### config.mk
export PLATFORM = sky130hd
export DESIGN_NAME = serial_subtractor_flat
export DESIGN_NICKNAME = d
export VERILOG_FILES = /design/src/rtl/serial_subtractor_if.sv /design/src/rtl/serial_subtractor.sv /design/src/flat_wrapper.sv
export SDC_FILE = /design/constraint.sdc
export NUM_CORES = 1
export LEC_CHECK = 0
export CAP_MARGIN = 0
export CELL_PAD_IN_SITES_DETAIL_PLACEMENT = 0
export CELL_PAD_IN_SITES_GLOBAL_PLACEMENT = 1
export CORE_ASPECT_RATIO = 0.5
export CORE_UTILIZATION = 36
export DETAILED_ROUTE_END_ITERATION = 8
export PLACE_DENSITY_LB_ADDON = 0.1
export SYNTH_ARGS = -nofsm -noshare
export SYNTH_HDL_FRONTEND = slang
export SYNTH_SLANG_ARGS = --single-unit
### constraint.sdc
create_clock -name clk -period 1.4 [get_ports clk]
set_clock_uncertainty 0.15 [all_clocks]
set_input_delay 0.14 -clock clk [delete_from_list [all_inputs] [get_ports clk]]
set_output_delay 0.14 -clock clk [all_outputs]
set_load 0.01 [all_outputs]
### src/rtl/serial_subtractor_if.sv
// Operand/result bundle for the bit-serial subtractor.
// Optional signed-overflow output is controlled by SERIAL_SUB_OVF_EN.
interface serial_subtractor_if #(
  parameter int unsigned W = 4
);
  logic         start;
  logic [W-1:0] A;
  logic [W-1:0] B;
  logic         Bin;
  logic         busy;
  logic         done;
  logic [W-1:0] Diff;
  logic         Bout;
`ifdef SERIAL_SUB_OVF_EN
  logic         ovf;

  modport master (output start, A, B, Bin, input busy, done, Diff, Bout, ovf);
  modport slave  (input start, A, B, Bin, output busy, done, Diff, Bout, ovf);
`else
  modport master (output start, A, B, Bin, input busy, done, Diff, Bout);
  modport slave  (input start, A, B, Bin, output busy, done, Diff, Bout);
`endif
endinterface

### src/rtl/serial_subtractor.sv
// Bit-serial W-bit subtractor: Diff = A - B - Bin, one bit per clock, LSB first.
// Start/busy/done handshake; one result every W+2 cycles at best.
// Define SERIAL_SUB_OVF_EN to add the signed-overflow output ovf.
module serial_subtractor #(
  parameter int unsigned W = 4
) (
  input logic                 clk,
  input logic                 rst_n,
  serial_subtractor_if.slave  bus
);

  localparam int unsigned CntW = (W > 1) ? $clog2(W) : 1;
  localparam logic [CntW-1:0] LastCnt = CntW'(W - 1);

  typedef enum logic [1:0] {StIdle, StRun, StDone} state_e;

  state_e          state_q, state_d;
  logic [W-1:0]    a_sh_q, a_sh_d;
  logic [W-1:0]    b_sh_q, b_sh_d;
  logic [W-1:0]    res_q, res_d;
  logic [W-1:0]    diff_q, diff_d;
  logic [CntW-1:0] cnt_q, cnt_d;
  logic            br_q, br_d;
  logic            bout_q, bout_d;
  logic            a_bit, b_bit, d_bit, br_next;
`ifdef SERIAL_SUB_OVF_EN
  logic            a_msb_q, a_msb_d;
  logic            b_msb_q, b_msb_d;
  logic            ovf_q, ovf_d;
`endif

  // State and datapath registers; reset clears everything, aborting any operation.
  always_ff @(posedge clk or negedge rst_n) begin
    if (!rst_n) begin
      state_q <= StIdle;
      a_sh_q  <= '0;
      b_sh_q  <= '0;
      res_q   <= '0;
      diff_q  <= '0;
      cnt_q   <= '0;
      br_q    <= 1'b0;
      bout_q  <= 1'b0;
`ifdef SERIAL_SUB_OVF_EN
      a_msb_q <= 1'b0;
      b_msb_q <= 1'b0;
      ovf_q   <= 1'b0;
`endif
    end else begin
      state_q <= state_d;
      a_sh_q  <= a_sh_d;
      b_sh_q  <= b_sh_d;
      res_q   <= res_d;
      diff_q  <= diff_d;
      cnt_q   <= cnt_d;
      br_q    <= br_d;
      bout_q  <= bout_d;
`ifdef SERIAL_SUB_OVF_EN
      a_msb_q <= a_msb_d;
      b_msb_q <= b_msb_d;
      ovf_q   <= ovf_d;
`endif
    end
  end

  // Next-state: capture in IDLE, one full-subtractor step per RUN cycle, publish on last bit.
  always_comb begin
    state_d = state_q;
    a_sh_d  = a_sh_q;
    b_sh_d  = b_sh_q;
    res_d   = res_q;
    diff_d  = diff_q;
    cnt_d   = cnt_q;
    br_d    = br_q;
    bout_d  = bout_q;
`ifdef SERIAL_SUB_OVF_EN
    a_msb_d = a_msb_q;
    b_msb_d = b_msb_q;
    ovf_d   = ovf_q;
`endif
    a_bit   = a_sh_q[0];
    b_bit   = b_sh_q[0];
    d_bit   = a_bit ^ b_bit ^ br_q;
    br_next = (~a_bit & b_bit) | (~(a_bit ^ b_bit) & br_q);

    unique case (state_q)
      StIdle: begin
        if (bus.start) begin
          state_d = StRun;
          a_sh_d  = bus.A;
          b_sh_d  = bus.B;
          br_d    = bus.Bin;
          cnt_d   = '0;
`ifdef SERIAL_SUB_OVF_EN
          a_msb_d = bus.A[W-1];
          b_msb_d = bus.B[W-1];
`endif
        end
      end
      StRun: begin
        // Difference bits enter at the MSB so bit 0 lands at the LSB after W shifts.
        res_d  = {d_bit, res_q[W-1:1]};
        a_sh_d = a_sh_q >> 1;
        b_sh_d = b_sh_q >> 1;
        br_d   = br_next;
        cnt_d  = cnt_q + CntW'(1);
        if (cnt_q == LastCnt) begin
          state_d = StDone;
          diff_d  = res_d;
          bout_d  = br_next;
`ifdef SERIAL_SUB_OVF_EN
          // d_bit is the result MSB on the final step.
          ovf_d   = (a_msb_q ^ b_msb_q) & (a_msb_q ^ d_bit);
`endif
        end
      end
      StDone:  state_d = StIdle;
      default: state_d = StIdle;
    endcase
  end

  assign bus.busy = (state_q != StIdle);
  assign bus.done = (state_q == StDone);
  assign bus.Diff = diff_q;
  assign bus.Bout = bout_q;
`ifdef SERIAL_SUB_OVF_EN
  assign bus.ovf  = ovf_q;
`endif

endmodule
### src/flat_wrapper.sv
// flat-port wrapper written by rule: the top's interface ports become plain ports
module serial_subtractor_flat 
#(
  parameter int unsigned W = 4
)
  (clk, rst_n, bus_start, bus_A, bus_B, bus_Bin, bus_busy, bus_done, bus_Diff, bus_Bout);
  serial_subtractor_if #(.W(W)) bus_i ();
  input logic clk;
  input logic rst_n;
  input wire logic [$bits(bus_i.start)-1:0] bus_start;
  input wire logic [$bits(bus_i.A)-1:0] bus_A;
  input wire logic [$bits(bus_i.B)-1:0] bus_B;
  input wire logic [$bits(bus_i.Bin)-1:0] bus_Bin;
  output wire logic [$bits(bus_i.busy)-1:0] bus_busy;
  output wire logic [$bits(bus_i.done)-1:0] bus_done;
  output wire logic [$bits(bus_i.Diff)-1:0] bus_Diff;
  output wire logic [$bits(bus_i.Bout)-1:0] bus_Bout;
  assign bus_i.start = bus_start;
  assign bus_i.A = bus_A;
  assign bus_i.B = bus_B;
  assign bus_i.Bin = bus_Bin;
  assign bus_busy = bus_i.busy;
  assign bus_done = bus_i.done;
  assign bus_Diff = bus_i.Diff;
  assign bus_Bout = bus_i.Bout;
  serial_subtractor #(.W(W)) u_core (.clk(clk), .rst_n(rst_n), .bus(bus_i));
endmodule
==> results of run 1 <==
[cells in the mapped netlist (2+ instances only)]
cell type | number | area (um2)
inv_1 | 6 | 22.5
mux2i_1 | 3 | 30.0
mux2_2 | 6 | 67.6
o221a_2 | 4 | 45.0
buf_4 | 2 | 15.0
or4b_1 | 4 | 40.0
nor4b_1 | 3 | 26.3
dfrtp_1 | 21 | 526
buf_6 | 2 | 22.5
nand2_1 | 3 | 11.3
nor3b_1 | 3 | 22.5
a211oi_1 | 3 | 22.5
nor2b_1 | 2 | 12.5
[cells by family after synthesis]
family	synth area share, %
mux	10.0
buf+inv	6.18
flops	54.1
simple gates	14.5
compound gates	11.8
fa+ha+maj	3.35
[worst max-delay path: stages (launching register included)]
cell and delay (ns):
dfrtp_2 0.45, buf_6 0.14, or4b_1 0.50, o221a_2 0.13
[layer usage]
metal  GRT usage [%]  vias up  wire (um)
met3            6.25        0         80
met1            23.9      365       1100
met4            2.78        0          0
met5               0        -          0
met2            26.1       17        933
li1                -      358          -
[final cells by class]
cell class                 instances  area (um2)
clock buffer                       3        41.3
multi-input combinational         43         463
fill                             213         910
clock inverter                     1        5.00
sequential                        21         528
timing repair buffer              41         359
tap                               35        43.8
inverter                           6        22.5
[power by group]
part | total, uW | switching, uW | internal [uW] | leakage, uW
combinational | 1740 | 698 | 1040 | 0.000384
clock | 397 | 199 | 198 | 0.0000255
sequential | 1110 | 196 | 914 | 0.000250
total | 3240 | 1090 | 2150 | 0.000659
[metrics by stage]
stage	hold slack (ns)	std cells	TNS (ns)
floorplan	-0.306	74	-0.00192
global placement	0.335	137	-1.91
detailed placement	0.337	137	-2.32
CTS	0.0802	148	-0.392
global route	0.0929	150	-0.919
finish	0.0693	150	-0.571
[path summary, 6_finish.rpt]
kind                            cells after the start  slack, ns                           from                             to
worst max-delay path                                3      -0.09  u_core.state_q[1]$_DFFE_PN0P_   u_core.b_sh_q[0]$_DFFE_PN0P_
worst min-delay path                                2       0.07                          rst_n   u_core.b_sh_q[3]$_DFFE_PN0P_
worst max register to register                      3      -0.09  u_core.state_q[1]$_DFFE_PN0P_   u_core.b_sh_q[0]$_DFFE_PN0P_
worst min register to register                      1       0.35   u_core.a_sh_q[3]$_DFFE_PN0P_   u_core.a_sh_q[3]$_DFFE_PN0P_
max in group asynchronous                           2       0.79                          rst_n  u_core.state_q[1]$_DFFE_PN0P_
min in group clk                                    3       0.29                       bus_A[3]   u_core.a_sh_q[3]$_DFFE_PN0P_
[registers in the layout, summed over array words and instances, names as in the netlist]
signal / cells
u_core.a_sh_q: 4
u_core.b_sh_q: 4
u_core.br_q: 1
u_core.bus.Bout: 1
u_core.bus.Diff: 4
u_core.cnt_q: 2
u_core.res_q: 3
u_core.state_q: 2
[repair_timing]
action,4_1_cts,5_1_grt
gates cloned,1,1
endpoints found under the setup margin,23,18
pin swaps,3,6
resized for setup,22,15
buffers inserted,6,1
==> out/results.ini, run 1 <==
[sta]
finalSetupViolations=9
final_hold_viol_count=0
slew_headroom_pct=80.7
timing.fmax_ghz=0.672
post-route-period-util_pct=106
tightestPinTransition_ns=0.289
period_needed_ns=1.49
final_max_slew_viol_count=0
fin_ws_ns=-0.0872
rsz0062_at_grt=true

[detailed_routing]
wl_per_cell_um=14.1
vias=740
dr.pass1.iters=4
post-route-drc-count=0
routed_wl_mm=2.12
viasPerCell=4.93
first_iter_violations=40
drtAntennaViolNets=0

[clock_network]
cts_sinks=21
clkTransAtPathRegs_ns=0.08
clk_latency_ns=0.26
htreeDepth=1
clockBufferDepth=2
hold_buffers=0
clock-root-buffer=clkbuf_8
tritoncts=built
cts_buffers=3

[hold_path]
worstHoldPathType=in -> async

[yosys]
ys_warn_count=0
synth_edf_count=0
netlist_instances=74
synth.distinct_cells=25
ys_ff_latch=21
yosysSeqAreaShare_pct=54.1
synth-async-reset-ratio_pct=100
ys.flop_type=dfrtp_1
synth.cell_area_um2=972
avgSynthCellArea_um2=13.1
synth_fp_nets=88

[layout]
areaGrowthSynthToFinish_pct=50.5
antenna_cells=0
mostFrequentLayoutCells=19 x dfrtp_1, 17 x buf_4, 11 x clkdlybuf4s50_1
final_nets=130
final_layout_size_suffix_gt1_share_pct=46.1
utilization_pct=61.7
finish.instance_area_mm2=0.00146
final_common_cell=dfrtp_1

[floorplan]
rows=12
die-area_mm2=0.00292
start_util_pct=41.0
fp.dieH_um=38.7
coreArea_mm2=0.00237
chipWidth_um=75.5
io_pins=19

[run]
maxCapViolCount=0

[placed_design]
port_buffers=18
pre_cts_slack_ns=-0.182
globalplace.congestion=0.740
dpl-instance-area_mm2=0.00126
dp_hpwl_mm=1.33

[setup_path]
critPathMaxFanout=5
arrival_ns=1.49
critPathLaunchType=flip-flop
cp_data_required_time_ns=1.40
cp-end-kind=flip-flop
crit_type=reg -> reg

[global_route]
gr-total-overflow=0
grt_pass1_vias=705
grt_pass1_wl_mm=3.43
grt_antenna_before_repair=0
grt_max_degree=22
grt_usage_pct=17.2

[pwr]
pwr_density_cell_mw_per_mm2=2220
p_leak_uw=0.000659
vdd_ir_drop_max_mv=1.24
power_uw=3240

[run_status]
violations=negative setup slack
outcome=finished, violations left

No activity file was read; power rests on OpenSTA's default activity.
==> inputs of run 2 (changes only) <==
Settings changed: CTS_CLUSTER_SIZE set to 8.
==> results of run 2 <==
The final DEF is identical to that of run 1; final timing and power are the same.
